`config.mk`:
```
export PLATFORM = sky130hd
export DESIGN_NAME = mic_boxcar_decimator
export DESIGN_NICKNAME = d
export VERILOG_FILES = /design/src/rtl/mic_boxcar_decimator.sv
export SDC_FILE = /design/constraint.sdc
export NUM_CORES = 1
export LEC_CHECK = 0
export ABC_CLOCK_PERIOD_IN_PS = 6800
export CAP_MARGIN = 10
export CORE_AREA = 5 5 128 69
export CTS_BUF_LIST = sky130_fd_sc_hd__clkbuf_16
export DETAILED_ROUTE_END_ITERATION = 12
export DIE_AREA = 0 0 133 74
export GPL_TIMING_DRIVEN = 0
export SYNTH_ARGS = -nofsm -noshare
export SYNTH_HDL_FRONTEND = slang
export SYNTH_SLANG_ARGS = --single-unit
```
`constraint.sdc`:
```
create_clock -name dclk -period 6.8 [get_ports dclk]
set_input_delay 1.36 -clock dclk [delete_from_list [all_inputs] [get_ports dclk]]
set_output_delay 1.36 -clock dclk [all_outputs]
set_load 0.02 [all_outputs]
```
`src/rtl/mic_boxcar_decimator.sv`:
```
// Boxcar decimator: averages 2^LOG2_DEC receiver samples and presents each mean on a valid/ready port.
// Optional DC-blocking IIR on the output, enabled by defining MIC_BOXCAR_DC_BLOCK_EN.
module mic_boxcar_decimator #(
    parameter int unsigned LOG2_DEC         = 2,
    parameter bit          IN_OFFSET_BINARY = 1'b1,
    parameter int unsigned DC_SHIFT         = 10
) (
    input  logic        dclk,
    input  logic        rstn,
    input  logic        en,
    input  logic [17:0] din,
    input  logic        drdy,
    output logic [17:0] out_data,
    output logic        out_valid,
    input  logic        out_ready,
    output logic        ovr,
    input  logic        ovr_clr
);

    localparam int unsigned DW = 18;
    localparam int unsigned AW = DW + LOG2_DEC;
    localparam int unsigned CW = (LOG2_DEC == 0) ? 1 : LOG2_DEC;
    localparam logic [CW-1:0] CNT_LAST = CW'((1 << LOG2_DEC) - 1);

    if (LOG2_DEC > 6 || DC_SHIFT > 24) begin : g_bad_cfg
        $error("mic_boxcar_decimator: LOG2_DEC must be 0..6 and DC_SHIFT 0..24");
    end

    typedef enum logic {
        ST_EMPTY = 1'b0,
        ST_FULL  = 1'b1
    } state_e;

    state_e                 state_q, state_d;
    logic                   drdy_q;
    logic signed [AW-1:0]   acc_q, acc_d;
    logic        [CW-1:0]   cnt_q, cnt_d;
    logic        [DW-1:0]   out_data_q, out_data_d;
    logic                   ovr_q, ovr_d;

    logic                   take_c;
    logic                   done_c;
    logic signed [DW-1:0]   samp_c;
    logic signed [AW-1:0]   sum_c;
    logic signed [DW-1:0]   mean_c;
    logic signed [DW-1:0]   res_c;

    // New sample only on the rising edge of the receiver's data-ready level.
    assign take_c = drdy & ~drdy_q & en;
    assign done_c = take_c && (cnt_q == CNT_LAST);

    assign samp_c = IN_OFFSET_BINARY ? {~din[DW-1], din[DW-2:0]} : din;
    assign sum_c  = acc_q + AW'(samp_c);
    // Arithmetic shift gives floor rounding; the mean of DW-bit samples always fits DW bits.
    assign mean_c = DW'(sum_c >>> LOG2_DEC);

`ifdef MIC_BOXCAR_DC_BLOCK_EN
    localparam int unsigned DCW = DW + DC_SHIFT;
    localparam int unsigned DXW = DW + 1;

    logic signed [DCW-1:0]  dc_q, dc_d;
    logic signed [DW-1:0]   est_c;
    logic signed [DXW-1:0]  diff_c;

    assign est_c  = DW'(dc_q >>> DC_SHIFT);
    assign diff_c = DXW'(mean_c) - DXW'(est_c);

    // Saturate the DC-corrected mean back into the 18-bit signed range.
    always_comb begin
        res_c = diff_c[DW-1:0];
        if (diff_c[DXW-1] != diff_c[DW-1]) begin
            res_c = diff_c[DXW-1] ? {1'b1, {(DW-1){1'b0}}} : {1'b0, {(DW-1){1'b1}}};
        end
    end

    always_comb begin
        dc_d = dc_q;
        if (done_c) begin
            dc_d = dc_q + DCW'(mean_c) - DCW'(est_c);
        end
    end

    always_ff @(posedge dclk) begin
        if (!rstn) begin
            dc_q <= '0;
        end else begin
            dc_q <= dc_d;
        end
    end
`else
    assign res_c = mean_c;
`endif

    // Accumulator and sample counter; en low discards any partial block.
    always_comb begin
        acc_d = acc_q;
        cnt_d = cnt_q;
        if (!en) begin
            acc_d = '0;
            cnt_d = '0;
        end else if (take_c) begin
            if (done_c) begin
                acc_d = '0;
                cnt_d = '0;
            end else begin
                acc_d = sum_c;
                cnt_d = cnt_q + CW'(1);
            end
        end
    end

    always_ff @(posedge dclk) begin
        if (!rstn) begin
            drdy_q <= 1'b0;
            acc_q  <= '0;
            cnt_q  <= '0;
        end else begin
            drdy_q <= drdy;
            acc_q  <= acc_d;
            cnt_q  <= cnt_d;
        end
    end

    always_ff @(posedge dclk) begin
        if (!rstn) begin
            state_q <= ST_EMPTY;
        end else begin
            state_q <= state_d;
        end
    end

    always_comb begin
        state_d = state_q;
        case (state_q)
            ST_EMPTY: if (done_c)                state_d = ST_FULL;
            ST_FULL:  if (out_ready && !done_c)  state_d = ST_EMPTY;
            default:                             state_d = ST_EMPTY;
        endcase
    end

    // A result loads when the slot is free or being drained; otherwise it is dropped and flagged.
    always_comb begin
        out_data_d = out_data_q;
        ovr_d      = ovr_q;
        if (ovr_clr) begin
            ovr_d = 1'b0;
        end
        case (state_q)
            ST_EMPTY: begin
                if (done_c) out_data_d = res_c;
            end
            ST_FULL: begin
                if (done_c && out_ready)  out_data_d = res_c;
                if (done_c && !out_ready) ovr_d      = 1'b1;
            end
            default: ;
        endcase
    end

    always_ff @(posedge dclk) begin
        if (!rstn) begin
            out_data_q <= '0;
            ovr_q      <= 1'b0;
        end else begin
            out_data_q <= out_data_d;
            ovr_q      <= ovr_d;
        end
    end

    assign out_data  = out_data_q;
    assign out_valid = (state_q == ST_FULL);
    assign ovr       = ovr_q;

endmodule

```
==> impl_results.html, run 1 <==
<table>
<tr><th>Metric</th><th>Value</th></tr>
<tr><th colspan="2">Run status</th></tr>
<tr><td>Status</td><td>completed</td></tr>
<tr><th colspan="2">Min path</th></tr>
<tr><td>Class of the most critical hold timing path</td><td>reg2reg</td></tr>
<tr><th colspan="2">Global route</th></tr>
<tr><td>Congestion Overflow GR</td><td>0</td></tr>
<tr><td>Global-route wire length before repair</td><td>12100 um</td></tr>
<tr><td>Via count of the first global-routing pass</td><td>2324</td></tr>
<tr><td>Global-route usage over all layers</td><td>15.8%</td></tr>
<tr><td>Largest net degree at the start of global routing</td><td>13</td></tr>
<tr><td>Initial antenna violation count</td><td>0</td></tr>
<tr><th colspan="2">Cells and area</th></tr>
<tr><td>Layout net count</td><td>415</td></tr>
<tr><td>Area grow syn2layout</td><td>26.9%</td></tr>
<tr><td>Count of antenna diodes in the layout</td><td>0</td></tr>
<tr><td>Post-route non-filler standard cell count</td><td>between 400 and 500</td></tr>
<tr><td>Proportion of layout cells with a drive suffix above 1</td><td>slightly above 4%</td></tr>
<tr><td>Fill cell count</td><td>761</td></tr>
<tr><td>Combined area of the multi-input logic cells</td><td>1620 um^2</td></tr>
<tr><td>Register Area</td><td>roughly 860 um^2</td></tr>
<tr><th colspan="2">Route</th></tr>
<tr><td>Vias</td><td>2523</td></tr>
<tr><td>Residual antenna-violating net count after detailed routing</td><td>0</td></tr>
<tr><td>Wire length reported by the detailed router</td><td>between 7000 and 8000 um</td></tr>
<tr><td>Vias per cell</td><td>5.36</td></tr>
<tr><td>Number of DRC violations after detailed routing</td><td>0</td></tr>
<tr><td>Number of iterations in the first detailed-routing pass</td><td>5</td></tr>
<tr><td>Drt first-iter violations</td><td>220</td></tr>
<tr><td>Wire length per cell after detailed routing</td><td>16.2 um</td></tr>
<tr><th colspan="2">Die</th></tr>
<tr><td>Starting utilization of the core area</td><td>33.4%</td></tr>
<tr><td>I/O pin total</td><td>44</td></tr>
<tr><td>Core outline area</td><td>7680 um^2</td></tr>
<tr><td>Die Area</td><td>9840 um^2</td></tr>
<tr><td>Floorplan die height</td><td>roughly 74 um</td></tr>
<tr><td>Placement row count</td><td>23</td></tr>
<tr><td>Die extent in x</td><td>133 um</td></tr>
<tr><th colspan="2">Clock network</th></tr>
<tr><td>Cell chosen for the clock root</td><td>sky130_fd_sc_hd__clkbuf_16</td></tr>
<tr><td>Worst-Skew Late Latency</td><td>0.29 ns</td></tr>
<tr><td>Hold-fix buffers at CTS</td><td>0</td></tr>
<tr><td>Number of setup buffers added after CTS</td><td>0</td></tr>
<tr><td>CTS HTree Levels</td><td>2</td></tr>
<tr><td>Number of buffers on the longest clock path</td><td>2</td></tr>
<tr><td>Total clock buffers created by CTS</td><td>5</td></tr>
<tr><td>Cts repair resizes</td><td>0</td></tr>
<tr><td>Post-CTS clock slew at the launch and capture registers of the worst setup and hold paths</td><td>0.06 ns</td></tr>
<tr><td>Clock tree from TritonCTS</td><td>done</td></tr>
<tr><td>Clock Sinks</td><td>43</td></tr>
<tr><th colspan="2">Timing</th></tr>
<tr><td>RSZ-0062 raised after global routing</td><td>false</td></tr>
<tr><td>Slew at the pin closest to its max-slew limit</td><td>approximately 0.75 ns</td></tr>
<tr><td>Final period utilization</td><td>55.0%</td></tr>
<tr><td>Post-layout min period</td><td>3.74 ns</td></tr>
<tr><td>Sum of negative setup slack</td><td>0 ns</td></tr>
<tr><td>Final setup fails</td><td>0</td></tr>
<tr><td>Worst clock skew</td><td>0.0109 ns</td></tr>
<tr><td>Max-Slew Margin vs Limit</td><td>49.9%</td></tr>
<tr><td>Final Hold Violating Endpoints</td><td>0</td></tr>
<tr><td>Slew Viols, Final</td><td>0</td></tr>
<tr><td>Max Freq</td><td>267 MHz</td></tr>
<tr><th colspan="2">Logic synthesis</th></tr>
<tr><td>Area share of and/or/nand/nor cells after synthesis</td><td>24.3%</td></tr>
<tr><td>Count of flip-flops with a built-in enable after synthesis</td><td>0</td></tr>
<tr><td>YS warnings</td><td>0</td></tr>
<tr><td>Complex-gate fraction of the synthesized area</td><td>23.2%</td></tr>
<tr><td>Synth Net Count</td><td>~370</td></tr>
<tr><td>Proportion of synthesized chip area in sequential cells</td><td>33.5%</td></tr>
<tr><td>Adder-Cell Fraction of Synth Area</td><td>about a tenth</td></tr>
<tr><td>Synthesized area divided by synthesized cell count</td><td>8.02 um^2</td></tr>
<tr><td>Number of library cell types mapped by synthesis</td><td>48</td></tr>
<tr><td>Area of the mapped netlist</td><td>2570 um^2</td></tr>
<tr><td>Most frequently used flop master after synthesis</td><td>sky130_fd_sc_hd__dfxtp_1</td></tr>
<tr><td>Main combinational cell family by area after synthesis</td><td>simple AND/OR/NAND/NOR gates</td></tr>
<tr><td>Count of state elements after synthesis</td><td>between 40 and 50</td></tr>
<tr><td>Cells after synthesis</td><td>320</td></tr>
<tr><td>Async set or reset register ratio after synthesis</td><td>0%</td></tr>
<tr><td>Xor-xnor portion of the synthesized cell area</td><td>4.43%</td></tr>
<tr><td>Multiplexer fraction of the synthesized cell area</td><td>0.390%</td></tr>
<tr><th colspan="2">Power and ir drop</th></tr>
<tr><td>Pint</td><td>0.422 mW</td></tr>
<tr><td>Max IR drop VDD</td><td>around 0.081 mV</td></tr>
<tr><td>Clock network power share</td><td>41.2%</td></tr>
<tr><td>Combinational cell fraction of total power</td><td>14.0%</td></tr>
<tr><td>Switching power total</td><td>around 0.15 mW</td></tr>
<tr><td>Portion of total power attributed to sequential cells</td><td>44.8%</td></tr>
<tr><td>Total Power Consumption</td><td>0.573 mW</td></tr>
<tr><td>Fraction of power spent switching nets</td><td>26.2%</td></tr>
<tr><td>Total power per unit cell area</td><td>176 nW/um^2</td></tr>
<tr><td>Leakage component of the power</td><td>1.28 nW</td></tr>
<tr><th colspan="2">Place</th></tr>
<tr><td>Post-DP HPWL</td><td>5970 um</td></tr>
<tr><td>Final Wtd Congestion</td><td>about 0.94</td></tr>
<tr><td>Port Buffers</td><td>43</td></tr>
<tr><td>Number of placed instances with taps included</td><td>about 460</td></tr>
<tr><th colspan="2">Setup path</th></tr>
<tr><td>Cell chain of the critical path</td><td>clkdlybuf4s50_1, ha_1, inv_1, fa_1, nand2b_1, a21oi_1, o311ai_1, a21boi_1, nor2_1, mux2i_1, a32o_1</td></tr>
<tr><td>Count of buffering cells on the critical path with inverters included</td><td>2</td></tr>
<tr><td>Worst Path Arrival</td><td>3.97 ns</td></tr>
<tr><td>Delay-heaviest family, CP</td><td>compound AO/OA/AOI/OAI gates</td></tr>
<tr><td>Critical path type</td><td>in2reg</td></tr>
<tr><td>Capturing element type of the critical path</td><td>register</td></tr>
<tr><td>Standard cell with the maximum stage delay on the critical path</td><td>sky130_fd_sc_hd__clkdlybuf4s50_1</td></tr>
<tr><td>Max FO, Critical Path</td><td>3</td></tr>
<tr><td>Launching element type of the critical path</td><td>input pin</td></tr>
<tr><td>Max incr delay on CP</td><td>0.48 ns</td></tr>
<tr><td>Worst path required time</td><td>7.03 ns</td></tr>
<tr><th colspan="2">Job</th></tr>
<tr><td>MaxCap Viol Count</td><td>0</td></tr>
</table>
[area by class of cell]
class	instances	share of cell area, %
Sequential cell	43	26.4
Clock inverter	3	0.345
Inverter	13	1.50
Multi-Input combinational cell	253	49.6
Tap cell	100	3.84
Timing Repair Buffer	43	13.2
Buffer	11	1.31
Clock buffer	5	3.84
[tightest hold or removal path: cells and delay by family, from the launching register on]
| kind | cells | cell delay (ns) |
|---|---|---|
| flops | 1 | 0.32 |
| simple gates | 2 | 0.09 |
[placed cells by master, fill, tap and decap left out, types with 3 or more instances in the layout]
| cell type | Yosys | layout |
|---|---|---|
| sky130_fd_sc_hd__o21ai_1 | 5 | 5 |
| sky130_fd_sc_hd__or4_1 | 3 | 3 |
| sky130_fd_sc_hd__clkdlybuf4s50_1 | 0 | 43 |
| sky130_fd_sc_hd__a31oi_1 | 3 | 3 |
| sky130_fd_sc_hd__nand4_1 | 3 | 3 |
| sky130_fd_sc_hd__nor3_1 | 9 | 9 |
| sky130_fd_sc_hd__clkbuf_1 | 10 | 10 |
| sky130_fd_sc_hd__nand3_1 | 14 | 14 |
| sky130_fd_sc_hd__ha_1 | 20 | 20 |
| sky130_fd_sc_hd__a21oi_1 | 34 | 34 |
| sky130_fd_sc_hd__nand2_1 | 44 | 44 |
| sky130_fd_sc_hd__xor2_1 | 7 | 7 |
| sky130_fd_sc_hd__nor2_1 | 25 | 25 |
| sky130_fd_sc_hd__nand3b_1 | 4 | 4 |
| sky130_fd_sc_hd__inv_1 | 13 | 14 |
| sky130_fd_sc_hd__xnor2_1 | 6 | 6 |
| sky130_fd_sc_hd__o21ai_0 | 12 | 12 |
| sky130_fd_sc_hd__and2_1 | 4 | 4 |
| sky130_fd_sc_hd__a21o_1 | 7 | 7 |
| sky130_fd_sc_hd__dfxtp_1 | 43 | 43 |
| sky130_fd_sc_hd__a22oi_1 | 7 | 7 |
| sky130_fd_sc_hd__and3_1 | 5 | 5 |
| sky130_fd_sc_hd__nand2b_1 | 3 | 3 |
| sky130_fd_sc_hd__nor2b_1 | 3 | 3 |
| sky130_fd_sc_hd__clkbuf_16 | 0 | 5 |
[metrics by stage]
| step | utilization, % | hold slack (ns) | worst slack [ns] | area, um^2 |
|---|---|---|---|---|
| 2_1_floorplan | - | 0.426 | 3.61 | 2570 |
| 3_3_place_gp | 40.6 | 0.439 | 2.84 | 3120 |
| 3_5_place_dp | 40.6 | 0.439 | 2.83 | 3120 |
| 4_1_cts | 42.4 | 0.449 | 3.12 | 3260 |
| 5_1_grt | 42.4 | 0.470 | 2.96 | 3260 |
| 6_report | 42.4 | 0.451 | 3.06 | 3260 |
[cells by family after synthesis]
group,Yosys count
buffers and inverters,24
xor gates and xnor gates,13
AOI/OAI and AO/OA,90
adders and majority gates,21
and+or+nand+nor,128
DFF,43
muxes,1
[metal layers]
layer	global-route usage (%)	part of all wire (%)
met1	25.1	53
met2	19.9	37
met3	5.34	9.7
met4	3.11	0.71
met5	0	0
[Yosys cell counts, types with 2 or more instances]
| cell | number | area, um^2 |
|---|---|---|
| sky130_fd_sc_hd__inv_1 | 13 | 48.8 |
| sky130_fd_sc_hd__o21a_1 | 2 | 15.0 |
| sky130_fd_sc_hd__nor2b_1 | 3 | 18.8 |
| sky130_fd_sc_hd__nand2_1 | 44 | 165 |
| sky130_fd_sc_hd__ha_1 | 20 | 250 |
| sky130_fd_sc_hd__a22oi_1 | 7 | 52.6 |
| sky130_fd_sc_hd__xor2_1 | 7 | 61.3 |
| sky130_fd_sc_hd__a31oi_1 | 3 | 18.8 |
| sky130_fd_sc_hd__xnor2_1 | 6 | 52.6 |
| sky130_fd_sc_hd__o21ai_0 | 12 | 60.1 |
| sky130_fd_sc_hd__o21bai_1 | 2 | 15.0 |
| sky130_fd_sc_hd__or4_1 | 3 | 22.5 |
| sky130_fd_sc_hd__a32o_1 | 2 | 20.0 |
| sky130_fd_sc_hd__a21boi_1 | 2 | 15.0 |
| sky130_fd_sc_hd__nor3_1 | 9 | 45.0 |
| sky130_fd_sc_hd__nor3b_1 | 2 | 15.0 |
| sky130_fd_sc_hd__or3_1 | 2 | 12.5 |
| sky130_fd_sc_hd__o2111ai_1 | 2 | 17.5 |
| sky130_fd_sc_hd__and3_1 | 5 | 31.3 |
| sky130_fd_sc_hd__or3b_1 | 2 | 17.5 |
| sky130_fd_sc_hd__a221oi_2 | 2 | 30.0 |
| sky130_fd_sc_hd__nand3_1 | 14 | 70.1 |
| sky130_fd_sc_hd__a21oi_1 | 34 | 170 |
| sky130_fd_sc_hd__nand4_1 | 3 | 18.8 |
| sky130_fd_sc_hd__and2_1 | 4 | 25.0 |
| sky130_fd_sc_hd__dfxtp_1 | 43 | 861 |
| sky130_fd_sc_hd__and2_4 | 2 | 17.5 |
| sky130_fd_sc_hd__nand2b_1 | 3 | 18.8 |
| sky130_fd_sc_hd__o211ai_1 | 2 | 15.0 |
| sky130_fd_sc_hd__clkbuf_1 | 10 | 37.5 |
| sky130_fd_sc_hd__o21ai_1 | 5 | 25.0 |
| sky130_fd_sc_hd__nand3b_1 | 4 | 30.0 |
| sky130_fd_sc_hd__nor2_1 | 25 | 93.8 |
| sky130_fd_sc_hd__a21o_1 | 7 | 52.6 |
[registers in the layout, summed over array words and instances (netlist names)]
| name | flops |
|---|---|
| cnt_q | 2 |
| out_data | 18 |
| acc_q | 20 |
| out_valid | 1 |
| ovr | 1 |
| drdy_q | 1 |
[final timing paths]
| kind | startpoint | end | slack (ns) | cells past startpoint |
|---|---|---|---|---|
| max reg2reg | acc_q[0]$_SDFFE_PN0P_ | acc_q[16]$_SDFFE_PN0P_ | 4.29 | 10 |
| min | acc_q[17]$_SDFFE_PN0P_ | acc_q[17]$_SDFFE_PN0P_ | 0.45 | 2 |
| min reg2reg | acc_q[17]$_SDFFE_PN0P_ | acc_q[17]$_SDFFE_PN0P_ | 0.45 | 2 |
| max | din[0] | acc_q[16]$_SDFFE_PN0P_ | 3.06 | 11 |
[power groups by stage]
| stage | registers (mW) | clock network [mW] | logic [mW] |
|---|---|---|---|
| finish | 0.257 | 0.236 | 0.0803 |
| global route | 0.257 | 0.252 | 0.0877 |
| CTS | 0.257 | 0.240 | 0.0795 |
| detailed placement | 0.262 | 0 | 0.0791 |
| global placement | 0.262 | 0 | 0.0780 |
| floorplan | 0.262 | 0 | 0.0494 |
Note: power is estimated with default switching activity, not from simulation.
==> run 2: changes to the inputs <==
Settings changed: ABC_CLOCK_PERIOD_IN_PS 6800 to 3000.
Clock period 6.8 ns to 3 ns, I/O delays scaled along.
==> impl_results.html, run 2 (synthesis results as in run 1) <==
<table>
<tr><th>Metric</th><th>Value</th></tr>
<tr><th colspan="2">Power and ir drop</th></tr>
<tr><td>Leakage component of the power</td><td>1.29 nW (+0.33%)</td></tr>
<tr><td>Total power per unit cell area</td><td>396 nW/um^2 (+130%)</td></tr>
<tr><td>Max IR drop VDD</td><td>0.183 mV (+130%)</td></tr>
<tr><th colspan="2">Die</th></tr>
<tr><td>Core outline area</td><td>7680 um^2 (unchanged)</td></tr>
<tr><td>Die Area</td><td>9840 um^2 (unchanged)</td></tr>
<tr><td>Placement row count</td><td>23 (unchanged)</td></tr>
<tr><td>Floorplan die height</td><td>74 um (unchanged)</td></tr>
<tr><td>Starting utilization of the core area</td><td>33.4% (unchanged)</td></tr>
<tr><td>I/O pin total</td><td>44 (unchanged)</td></tr>
<tr><td>Die extent in x</td><td>133 um (unchanged)</td></tr>
<tr><th colspan="2">Clock network</th></tr>
<tr><td>Number of buffers on the longest clock path</td><td>2 (unchanged)</td></tr>
<tr><td>Cell chosen for the clock root</td><td>sky130_fd_sc_hd__clkbuf_16</td></tr>
<tr><td>CTS HTree Levels</td><td>2 (unchanged)</td></tr>
<tr><td>Post-CTS clock slew at the launch and capture registers of the worst setup and hold paths</td><td>0.06 ns (about the same)</td></tr>
<tr><td>Number of setup buffers added after CTS</td><td>0 (unchanged)</td></tr>
<tr><td>Worst-Skew Late Latency</td><td>0.29 ns (about the same)</td></tr>
<tr><td>Total clock buffers created by CTS</td><td>5 (unchanged)</td></tr>
<tr><td>Clock tree from TritonCTS</td><td>done</td></tr>
<tr><td>Clock Sinks</td><td>43 (unchanged)</td></tr>
<tr><th colspan="2">Cells and area</th></tr>
<tr><td>Register ranked first by flip-flop count</td><td>acc_q</td></tr>
<tr><td>Layout net count</td><td>415 (unchanged)</td></tr>
<tr><td>Total non-filler cell area in the finished layout</td><td>3280 um^2 (+0.54%)</td></tr>
<tr><td>Count of antenna diodes in the layout</td><td>0 (unchanged)</td></tr>
<tr><td>Proportion of layout cells with a drive suffix above 1</td><td>5.12% (+1.1 points)</td></tr>
<tr><td>Area grow syn2layout</td><td>27.6%</td></tr>
<tr><td>Most common library cell in the layout ignoring fill and taps</td><td>sky130_fd_sc_hd__nand2_1</td></tr>
<tr><td>Flip-flop count of the largest register after layout</td><td>20 (unchanged)</td></tr>
<tr><td>Commonest non-fill, non-tap cells in the layout</td><td>sky130_fd_sc_hd__nand2_1, sky130_fd_sc_hd__dfxtp_1, sky130_fd_sc_hd__clkdlybuf4s50_1</td></tr>
<tr><th colspan="2">Route</th></tr>
<tr><td>Vias</td><td>2510 (-0.52%)</td></tr>
<tr><td>Drt first-iter violations</td><td>220 (unchanged)</td></tr>
<tr><td>Vias per cell</td><td>5.33 (-0.52%)</td></tr>
<tr><td>Residual antenna-violating net count after detailed routing</td><td>0 (unchanged)</td></tr>
<tr><td>Number of DRC violations after detailed routing</td><td>0 (unchanged)</td></tr>
<tr><td>Wire length reported by the detailed router</td><td>7610 um (-0.16%)</td></tr>
<tr><td>Number of iterations in the first detailed-routing pass</td><td>6 (+1)</td></tr>
<tr><td>Wire length per cell after detailed routing</td><td>16.1 um (-0.16%)</td></tr>
<tr><th colspan="2">Min path</th></tr>
<tr><td>Hold Path Stages</td><td>2 (unchanged)</td></tr>
<tr><td>Class of the most critical hold timing path</td><td>reg2reg</td></tr>
<tr><th colspan="2">Setup path</th></tr>
<tr><td>Capturing element type of the critical path</td><td>register</td></tr>
<tr><td>Critical path type</td><td>in2reg</td></tr>
<tr><td>Cell chain of the critical path</td><td>clkdlybuf4s50_1, ha_1, inv_1, fa_1, nand2b_4, a21oi_2, o311ai_1, a21boi_1, nor2_1, mux2i_2, a32o_1</td></tr>
<tr><td>Delay-heaviest family, CP</td><td>compound AO/OA/AOI/OAI gates</td></tr>
<tr><td>Launching element type of the critical path</td><td>input pin</td></tr>
<tr><td>Worst Path Arrival</td><td>3.09 ns (-0.88 ns)</td></tr>
<tr><td>Count of buffering cells on the critical path with inverters included</td><td>2 (unchanged)</td></tr>
<tr><td>Standard cell with the maximum stage delay on the critical path</td><td>sky130_fd_sc_hd__clkdlybuf4s50_1</td></tr>
<tr><td>R2r worst-path depth</td><td>7 (-3)</td></tr>
<tr><td>Max FO, Critical Path</td><td>3 (unchanged)</td></tr>
<tr><td>Worst path depth</td><td>11 (unchanged)</td></tr>
<tr><td>Worst path required time</td><td>3.23 ns (-3.80 ns)</td></tr>
<tr><td>Max incr delay on CP</td><td>0.48 ns (about the same)</td></tr>
<tr><td>R2r setup slk</td><td>0.57 ns (-3.72 ns)</td></tr>
<tr><th colspan="2">Global route</th></tr>
<tr><td>Initial antenna violation count</td><td>0 (unchanged)</td></tr>
<tr><td>Via count of the first global-routing pass</td><td>2324 (unchanged)</td></tr>
<tr><td>Global-route wire length before repair</td><td>12100 um (unchanged)</td></tr>
<tr><td>Global-route usage over all layers</td><td>15.8% (unchanged)</td></tr>
<tr><td>Congestion Overflow GR</td><td>0 (unchanged)</td></tr>
<tr><td>Largest net degree at the start of global routing</td><td>13 (unchanged)</td></tr>
<tr><th colspan="2">Timing</th></tr>
<tr><td>Final setup fails</td><td>0 (unchanged)</td></tr>
<tr><td>Slew Viols, Final</td><td>0 (unchanged)</td></tr>
<tr><td>Max Freq</td><td>349 MHz</td></tr>
<tr><td>Post-layout min period</td><td>2.87 ns</td></tr>
<tr><td>Final Hold Violating Endpoints</td><td>0 (unchanged)</td></tr>
<tr><td>Slew at the pin closest to its max-slew limit</td><td>0.762 ns (+0.0123 ns)</td></tr>
<tr><td>Final period utilization</td><td>between 90% and 100%</td></tr>
<tr><td>Worst clock skew</td><td>0.00890 ns (-0.00196 ns)</td></tr>
<tr><td>Post-route worst setup slack</td><td>0.134 ns (-2.92 ns)</td></tr>
<tr><td>RSZ-0062 raised after global routing</td><td>false</td></tr>
<tr><td>Max-Slew Margin vs Limit</td><td>49.0% (-0.82 points)</td></tr>
<tr><th colspan="2">Place</th></tr>
<tr><td>Final Wtd Congestion</td><td>0.938 (unchanged)</td></tr>
<tr><td>Port Buffers</td><td>43 (unchanged)</td></tr>
<tr><td>Placement-stage worst setup slack</td><td>-0.205 ns (-3.04 ns)</td></tr>
<tr><td>Post-DP HPWL</td><td>5970 um (unchanged)</td></tr>
<tr><td>Dpl cell area</td><td>3120 um^2 (unchanged)</td></tr>
<tr><th colspan="2">Run status</th></tr>
<tr><td>Status</td><td>completed</td></tr>
<tr><th colspan="2">Job</th></tr>
<tr><td>MaxCap Viol Count</td><td>0 (unchanged)</td></tr>
</table>
run 2: changes by cell type in the layout (fill, tap and decap cells not counted):
cell	delta
sky130_fd_sc_hd__a21oi_1	-1
sky130_fd_sc_hd__a21oi_2	+1
sky130_fd_sc_hd__mux2i_1	-1
sky130_fd_sc_hd__mux2i_2	+1
sky130_fd_sc_hd__nand2b_1	-1
sky130_fd_sc_hd__nand2b_4	+1
sky130_fd_sc_hd__nor2_1	-1
sky130_fd_sc_hd__nor2_2	+1
run 2: final timing paths:
path / start / end
hold / removal: acc_q[17]$_SDFFE_PN0P_ / acc_q[17]$_SDFFE_PN0P_
setup / recovery: din[0] / acc_q[16]$_SDFFE_PN0P_
hold reg to reg: acc_q[17]$_SDFFE_PN0P_ / acc_q[17]$_SDFFE_PN0P_
setup reg to reg: cnt_q[0]$_SDFFE_PN0P_ / out_data[15]$_SDFFE_PN0P_
run 2: report_power, final:
| part | total [mW] | internal (mW) | leakage [nW] | switching (mW) |
|---|---|---|---|---|
| Combinational | 0.184 | 0.0799 | 0.868 | 0.104 |
| Sequential | 0.582 | 0.578 | 0.347 | 0.00392 |
| Clock | 0.530 | 0.300 | 0.0701 | 0.230 |
| Total | 1.30 | 0.958 | 1.29 | 0.338 |
run 2: area by class of cell:
class / instances / area [um^2]
Clock inverter: 3 / 11.3
Tap cell: 100 / 125
Timing Repair Buffer: 43 / 430
Inverter: 13 / 48.8
Clock buffer: 5 / 125
Sequential cell: 43 / 861
Multi-Input combinational cell: 253 / 1630
Buffer: 11 / 42.5
Fill cell: 756 / 4410
run 2: repair_timing:
action                                  in CTS  in global routing
hold buffers                                 0                  0
resized for setup                            0                  4
endpoints found under the setup margin       0                  5
run 2: layer usage:
metal | vias up | track usage, % | wire, um
li1 | 1253 | - | -
met1 | 1161 | 25.1 | 3980
met2 | 92 | 19.9 | 2790
met3 | 4 | 5.34 | 783
met4 | 0 | 3.11 | 54
met5 | - | 0 | 0
run 2: metrics by stage:
| stage | power, mW | instances | hold WS [ns] | utilization, % | setup TNS, ns |
|---|---|---|---|---|---|
| 2_1_floorplan | 0.706 | 320 | 0.426 | - | 0 |
| 3_3_place_gp | 0.771 | 463 | 0.439 | 40.6 | -1.00 |
| 3_5_place_dp | 0.774 | 463 | 0.439 | 40.6 | -1.14 |
| 4_1_cts | 1.31 | 471 | 0.449 | 42.4 | 0 |
| 5_1_grt | 1.35 | 471 | 0.470 | 42.6 | 0 |
| 6_report | 1.30 | 471 | 0.451 | 42.6 | 0 |
run 2: tightest hold or removal path, delay by kind of cell, from the launching register on:
kind	cells	cell delay (ns)
flip-flops	1	0.32
AND/OR/NAND/NOR	2	0.09
